<file path="src/rtl/sos_sample_feeder.sv">
// Sample feeder for the cascaded SOS filter chain: buffers upstream samples,
// triggers the chain once per rate period and captures its result.
module sos_sample_feeder #(
    parameter int DATA_SIZE  = 24,
    parameter int FIFO_DEPTH = 4,
    parameter int DIV        = 1024,
    parameter int TIMEOUT    = 255
) (
    input  logic                          clk,
    input  logic                          reset,
    input  logic [DATA_SIZE-1:0]          in_data,
    input  logic                          in_valid,
    output logic                          in_ready,
    output logic [DATA_SIZE-1:0]          filt_data,
    output logic                          filt_trig,
    input  logic [DATA_SIZE-1:0]          filt_result,
    input  logic                          filt_done,
    output logic [DATA_SIZE-1:0]          out_data,
    output logic                          out_valid,
    input  logic                          clear_err,
    output logic                          overrun,
    output logic                          underrun,
    output logic                          timeout_err,
    output logic                          dbg_state,
    output logic [$clog2(FIFO_DEPTH):0]   dbg_level
);

    localparam int AW = $clog2(FIFO_DEPTH);
    localparam int CW = $clog2(DIV);
    localparam int TW = $clog2(TIMEOUT + 1);

    localparam logic [AW:0]   PTR_ONE  = (AW + 1)'(1);
    localparam logic [CW-1:0] CNT_ONE  = CW'(1);
    localparam logic [CW-1:0] CNT_LAST = CW'(DIV - 1);
    localparam logic [TW-1:0] TO_ONE   = TW'(1);
    localparam logic [TW-1:0] TO_LIMIT = TW'(TIMEOUT);

    typedef enum logic {
        ST_IDLE = 1'b0,
        ST_WAIT = 1'b1
    } state_t;

    state_t               state_q, state_d;

    logic [DATA_SIZE-1:0] mem_q [FIFO_DEPTH];
    logic [DATA_SIZE-1:0] mem_d [FIFO_DEPTH];
    logic [AW:0]          wr_ptr_q, wr_ptr_d;
    logic [AW:0]          rd_ptr_q, rd_ptr_d;

    logic [CW-1:0]        rate_cnt_q, rate_cnt_d;
    logic [TW-1:0]        to_cnt_q, to_cnt_d;

    logic [DATA_SIZE-1:0] filt_data_q, filt_data_d;
    logic                 filt_trig_q, filt_trig_d;
    logic [DATA_SIZE-1:0] out_data_q, out_data_d;
    logic                 out_valid_q, out_valid_d;
    logic                 overrun_q, overrun_d;
    logic                 underrun_q, underrun_d;
    logic                 timeout_err_q, timeout_err_d;

    logic                 full;
    logic                 empty;
    logic                 push;
    logic                 pop;
    logic                 tick;
    logic                 to_hit;
    logic                 capture;
    logic                 set_overrun;
    logic                 set_underrun;
    logic                 set_timeout;

    // Upstream handshake: a sample transfers on any rising edge where
    // in_valid && in_ready; in_ready depends only on the FIFO pointers, never on in_valid.
    assign full  = (wr_ptr_q[AW] != rd_ptr_q[AW]) &&
                   (wr_ptr_q[AW-1:0] == rd_ptr_q[AW-1:0]);
    assign empty = (wr_ptr_q == rd_ptr_q);
    assign push  = in_valid && !full;
    assign tick  = (rate_cnt_q == CNT_LAST);

    // The timeout fires only when no done is present, so a colliding done wins.
    assign to_hit = (state_q == ST_WAIT) && !filt_done && (to_cnt_q == TO_LIMIT);

    // State register
    always_ff @(posedge clk or negedge reset) begin
        if (!reset) begin
            state_q <= ST_IDLE;
        end else begin
            state_q <= state_d;
        end
    end

    // Next-state logic
    always_comb begin
        state_d = state_q;
        pop     = 1'b0;
        case (state_q)
            ST_IDLE: begin
                if (tick && !empty) begin
                    pop     = 1'b1;
                    state_d = ST_WAIT;
                end
            end
            ST_WAIT: begin
                if (filt_done || to_hit) begin
                    state_d = ST_IDLE;
                end
            end
            default: state_d = ST_IDLE;
        endcase
    end

    // Output and datapath logic
    always_comb begin
        capture      = (state_q == ST_WAIT) && filt_done;
        set_overrun  = (state_q == ST_WAIT) && tick;
        set_underrun = (state_q == ST_IDLE) && tick && empty;
        set_timeout  = to_hit;

        filt_trig_d  = pop;
        filt_data_d  = pop ? mem_q[rd_ptr_q[AW-1:0]] : filt_data_q;
        out_valid_d  = capture;
        out_data_d   = capture ? filt_result : out_data_q;

        to_cnt_d = to_cnt_q;
        if (pop) begin
            to_cnt_d = '0;
        end else if ((state_q == ST_WAIT) && !filt_done && !to_hit) begin
            to_cnt_d = to_cnt_q + TO_ONE;
        end

        overrun_d     = set_overrun  ? 1'b1 : (clear_err ? 1'b0 : overrun_q);
        underrun_d    = set_underrun ? 1'b1 : (clear_err ? 1'b0 : underrun_q);
        timeout_err_d = set_timeout  ? 1'b1 : (clear_err ? 1'b0 : timeout_err_q);
    end

    // FIFO storage and pointers; pointers carry one extra wrap bit.
    always_comb begin
        for (int i = 0; i < FIFO_DEPTH; i++) begin
            mem_d[i] = mem_q[i];
        end
        if (push) begin
            mem_d[wr_ptr_q[AW-1:0]] = in_data;
        end
        wr_ptr_d   = push ? (wr_ptr_q + PTR_ONE) : wr_ptr_q;
        rd_ptr_d   = pop  ? (rd_ptr_q + PTR_ONE) : rd_ptr_q;
        rate_cnt_d = tick ? '0 : (rate_cnt_q + CNT_ONE);
    end

    always_ff @(posedge clk or negedge reset) begin
        if (!reset) begin
            for (int i = 0; i < FIFO_DEPTH; i++) begin
                mem_q[i] <= '0;
            end
            wr_ptr_q      <= '0;
            rd_ptr_q      <= '0;
            rate_cnt_q    <= '0;
            to_cnt_q      <= '0;
            filt_data_q   <= '0;
            filt_trig_q   <= 1'b0;
            out_data_q    <= '0;
            out_valid_q   <= 1'b0;
            overrun_q     <= 1'b0;
            underrun_q    <= 1'b0;
            timeout_err_q <= 1'b0;
        end else begin
            for (int i = 0; i < FIFO_DEPTH; i++) begin
                mem_q[i] <= mem_d[i];
            end
            wr_ptr_q      <= wr_ptr_d;
            rd_ptr_q      <= rd_ptr_d;
            rate_cnt_q    <= rate_cnt_d;
            to_cnt_q      <= to_cnt_d;
            filt_data_q   <= filt_data_d;
            filt_trig_q   <= filt_trig_d;
            out_data_q    <= out_data_d;
            out_valid_q   <= out_valid_d;
            overrun_q     <= overrun_d;
            underrun_q    <= underrun_d;
            timeout_err_q <= timeout_err_d;
        end
    end

    assign in_ready    = !full;
    assign filt_data   = filt_data_q;
    assign filt_trig   = filt_trig_q;
    assign out_data    = out_data_q;
    assign out_valid   = out_valid_q;
    assign overrun     = overrun_q;
    assign underrun    = underrun_q;
    assign timeout_err = timeout_err_q;
    assign dbg_state   = state_q;
    assign dbg_level   = wr_ptr_q - rd_ptr_q;

endmodule

</file>
<file path="config.mk">
export PLATFORM = sky130hd
export DESIGN_NAME = sos_sample_feeder
export DESIGN_NICKNAME = d
export VERILOG_FILES = /design/src/rtl/sos_sample_feeder.sv
export SDC_FILE = /design/constraint.sdc
export NUM_CORES = 1
export LEC_CHECK = 0
export ABC_CLOCK_PERIOD_IN_PS = 2800
export BUFFER_PORTS_ARGS = -buffer_cell sky130_fd_sc_hd__buf_2
export CAP_MARGIN = 20
export CORE_ASPECT_RATIO = 0.5
export CORE_MARGIN = 2
export CORE_UTILIZATION = 25
export CTS_BUF_LIST = sky130_fd_sc_hd__clkbuf_16
export CTS_CLUSTER_DIAMETER = 120
export DETAILED_ROUTE_END_ITERATION = 6
export PLACE_DENSITY_LB_ADDON = 0.15
export SYNTH_ARGS = -nofsm -noshare
export SYNTH_HDL_FRONTEND = slang
export SYNTH_SLANG_ARGS = --single-unit
</file>
<file path="constraint.sdc">
create_clock -name clk -period 2.8 [get_ports clk]
set_input_delay 0.56 -clock clk [delete_from_list [all_inputs] [get_ports clk]]
set_output_delay 0.56 -clock clk [all_outputs]
set_load 0.005 [all_outputs]
</file>
==> flow_summary.toml <==
[floorplan]
num_rows = 44
die-area_um2 = 31600
fp.dieW_um = 249
io_pins = 111
die_h_um = 127
core_um2 = 29300
start_util_pct = 25.7

[global_route]
grt_pass1_wl_um = 26200
grt_overflow = 0
grt_pass1_vias = 4736
grtUsageTotal_pct = 10.8
antenna_found_initial = 3
grt_max_degree = 59

[cts]
clockBufferDepth = 2
cts_made_buffers = 17
cts.sinks = 174
path_clk_slew_ps = 70
cts.repair.resized = 0
clk_latency_ps = 430
cts-root-buf = "clkbuf_16"
cts_max_level = 4
cts_setup_buffers = 0
cts_hold_buf = 0
cts_tree = "yes"

[sta]
final-setup-viol-count = 0
worst_pin_slew_ps = 586
skew_ps = 10.9
max_slew_margin_pct = 60.9
drv_slew = 0
setup_tns_ps = 0
fmax_mhz = 414
finalCriticalPeriod_ps = 2410
worst_slack_ps = 386
finalHoldViolCount = 0
rsz0062_at_grt = "false"
fin_crit_sh_pct = 86.2

[place]
portBuffers = 110
hpwl_um = 10600
post-place-ws_ps = 502
gp_congestion = 0.715
dpl_cell_area_um2 = 8500

[synth]
yosysSeqAreaShare_pct = 57.8
synth_flop_cell = "dfrtp_1"
synth_edf_count = 0
ys.warnings.count = 0
syn_area_um2 = 7530
netlist_instances = 471
synthTopCellsByCount = "174 x dfrtp_1, 100 x mux2_2, 24 x mux2_1, 24 x mux4_2, 20 x mux2_4"
syn_avg_cell_area_um2 = 16.0
yosysTopAreaCellShare_pct = 57.8
synth_nets = 534
ys_ff_latch = 174
ys_types = 42
yosys.cell_count.top_type = "dfrtp_1"
synthArstFlopShare_pct = 100
ys_top_cells_by_area = "dfrtp_1 58%, mux2_2 15%, mux4_2 7.2%"
yosys.area.top_type = "dfrtp_1"

[power]
power_density_nw_per_um2 = 847
p_total_uw = 7670
leakage_uw = 0.00412
ir_worst_vdd_uv = 461

[worst_hold_path]
worstHoldPathType = "in2async"

[job]
cap_violations = 0

[setup_path]
crit_arrival_ps = 1850
crit_path_cell_trace = "inv_1 > ha_1 > inv_1 > fa_1 > xnor2_1 > buf_2"
critPathCaptureType = "output pin"
crit_path_max_fanout = 4
crit_top_cell = "inv_1"
max_stage_delay_ps = 400
critPathKind = "reg2out"
cp_slowest_cell = "dfrtp_1"
crit_required_ps = 2240
start_kind = "register"

[route]
drtIter0Drc = 197
drt_wl_total_um = 16000
drt-wirelength-per-cell_um = 16.1
antenna_left = 0
firstDrtPassIters = 4
post-route-drc-count = 0
via_count = 4219
vias_per_cell = 4.24

[layout]
layout.nets = 652
syn_to_final_growth_pct = 20.3
final.fill_count = 2970
drive_above_1_share_pct = 50.0
fin_area_um2 = 9050

[status]
status = "complete, no violations"
[critical path: cells and delay by family (launching register included)]
kind	cells	cell delay, ps
flip-flops	1	400
XOR/XNOR	1	170
adder cells (fa/ha/maj)	2	540
buffers and inverters	3	330
[metal layers]
layer / vias up / global-route usage (%) / wire [um]
li1: 1944 / - / -
met1: 2220 / 13.4 / 7250
met3: 17 / 3.12 / 484
met4: 2 / 3.69 / 213
met5: - / 0 / 13
met2: 36 / 18.2 / 8080
[through the flow]
step / util, % / std cells / hold slack, ps
finish: 30.9 / 995 / 99.1
global route: 30.9 / 994 / 133
CTS: 30.9 / 993 / 116
detailed placement: 29.0 / 961 / 465
global placement: 29.0 / 961 / 469
floorplan: - / 471 / 264
[sequential cells by signal (all words and copies together) (netlist names)]
signal / count
dbg_state: 1
filt_data: 24
filt_trig: 1
mem_q: 96
out_data: 24
out_valid: 1
overrun: 1
rate_cnt_q: 10
rd_ptr_q: 3
timeout_err: 1
to_cnt_q: 8
underrun: 1
wr_ptr_q: 3
[cell families after synthesis]
kind of cell / share of synthesized area, %
muxes: 30.0
xor gates and xnor gates: 2.09
DFF: 57.8
and+or+nand+nor: 4.12
buffers and inverters: 2.84
AOI/OAI and AO/OA: 1.35
adders and majority gates: 1.76
[path summary, 6_finish.rpt]
check / startpoint / to / slack [ps] / cells past startpoint
max: wr_ptr_q[0]$_DFFE_PN0P_ / dbg_level[2] / 390 / 6
min: reset / out_data[22]$_DFFE_PN0P_ / 100 / 1
max reg2reg: wr_ptr_q[0]$_DFFE_PN0P_ / mem_q[10]$_DFFE_PN0P_ / 510 / 6
min reg2reg: rate_cnt_q[8]$_DFF_PN0_ / rate_cnt_q[8]$_DFF_PN0_ / 480 / 1
max in group asynchronous: reset / rd_ptr_q[0]$_DFFE_PN0P_ / 2000 / 2
min in group clk: filt_result[14] / out_data[14]$_DFFE_PN0P_ / 360 / 2
[final cells by class]
| cell class | instances | area, um^2 | share of cell area, % |
|---|---|---|---|
| Antenna cell | 2 | 5.00 | 0.0553 |
| Clock buffer | 17 | 425 | 4.70 |
| Clock inverter | 15 | 120 | 1.33 |
| Inverter | 9 | 33.8 | 0.373 |
| Multi-Input combinational cell | 266 | 2960 | 32.7 |
| Sequential cell | 174 | 4360 | 48.1 |
| Tap cell | 391 | 489 | 5.40 |
| Timing Repair Buffer | 121 | 664 | 7.34 |
[layout by cell type, fill, tap and decap left out, drive strengths merged, types with 2 or more instances in the layout]
master,Yosys,layout
nor2,13,13
nand3,8,8
nand2,14,14
nand4,4,4
clkinv,0,8
nor3b,2,2
clkinvlp,0,3
clkbuf,5,17
buf,17,121
nor2b,2,2
a22o,3,3
mux2,144,144
dfrtp,174,174
mux4,24,24
inv,9,12
xor2,5,5
diode,0,2
o21ai,5,5
mux2i,2,2
nor3,2,2
xnor2,13,13
ha,9,9
[report_power, final]
group | switching [uW] | total, uW | leakage, uW | internal (uW)
combinational | 687 | 1760 | 0.00169 | 1080
clock | 1020 | 2230 | 0.000258 | 1220
sequential | 371 | 3670 | 0.00217 | 3300
Power figures use the tool's default switching activity.
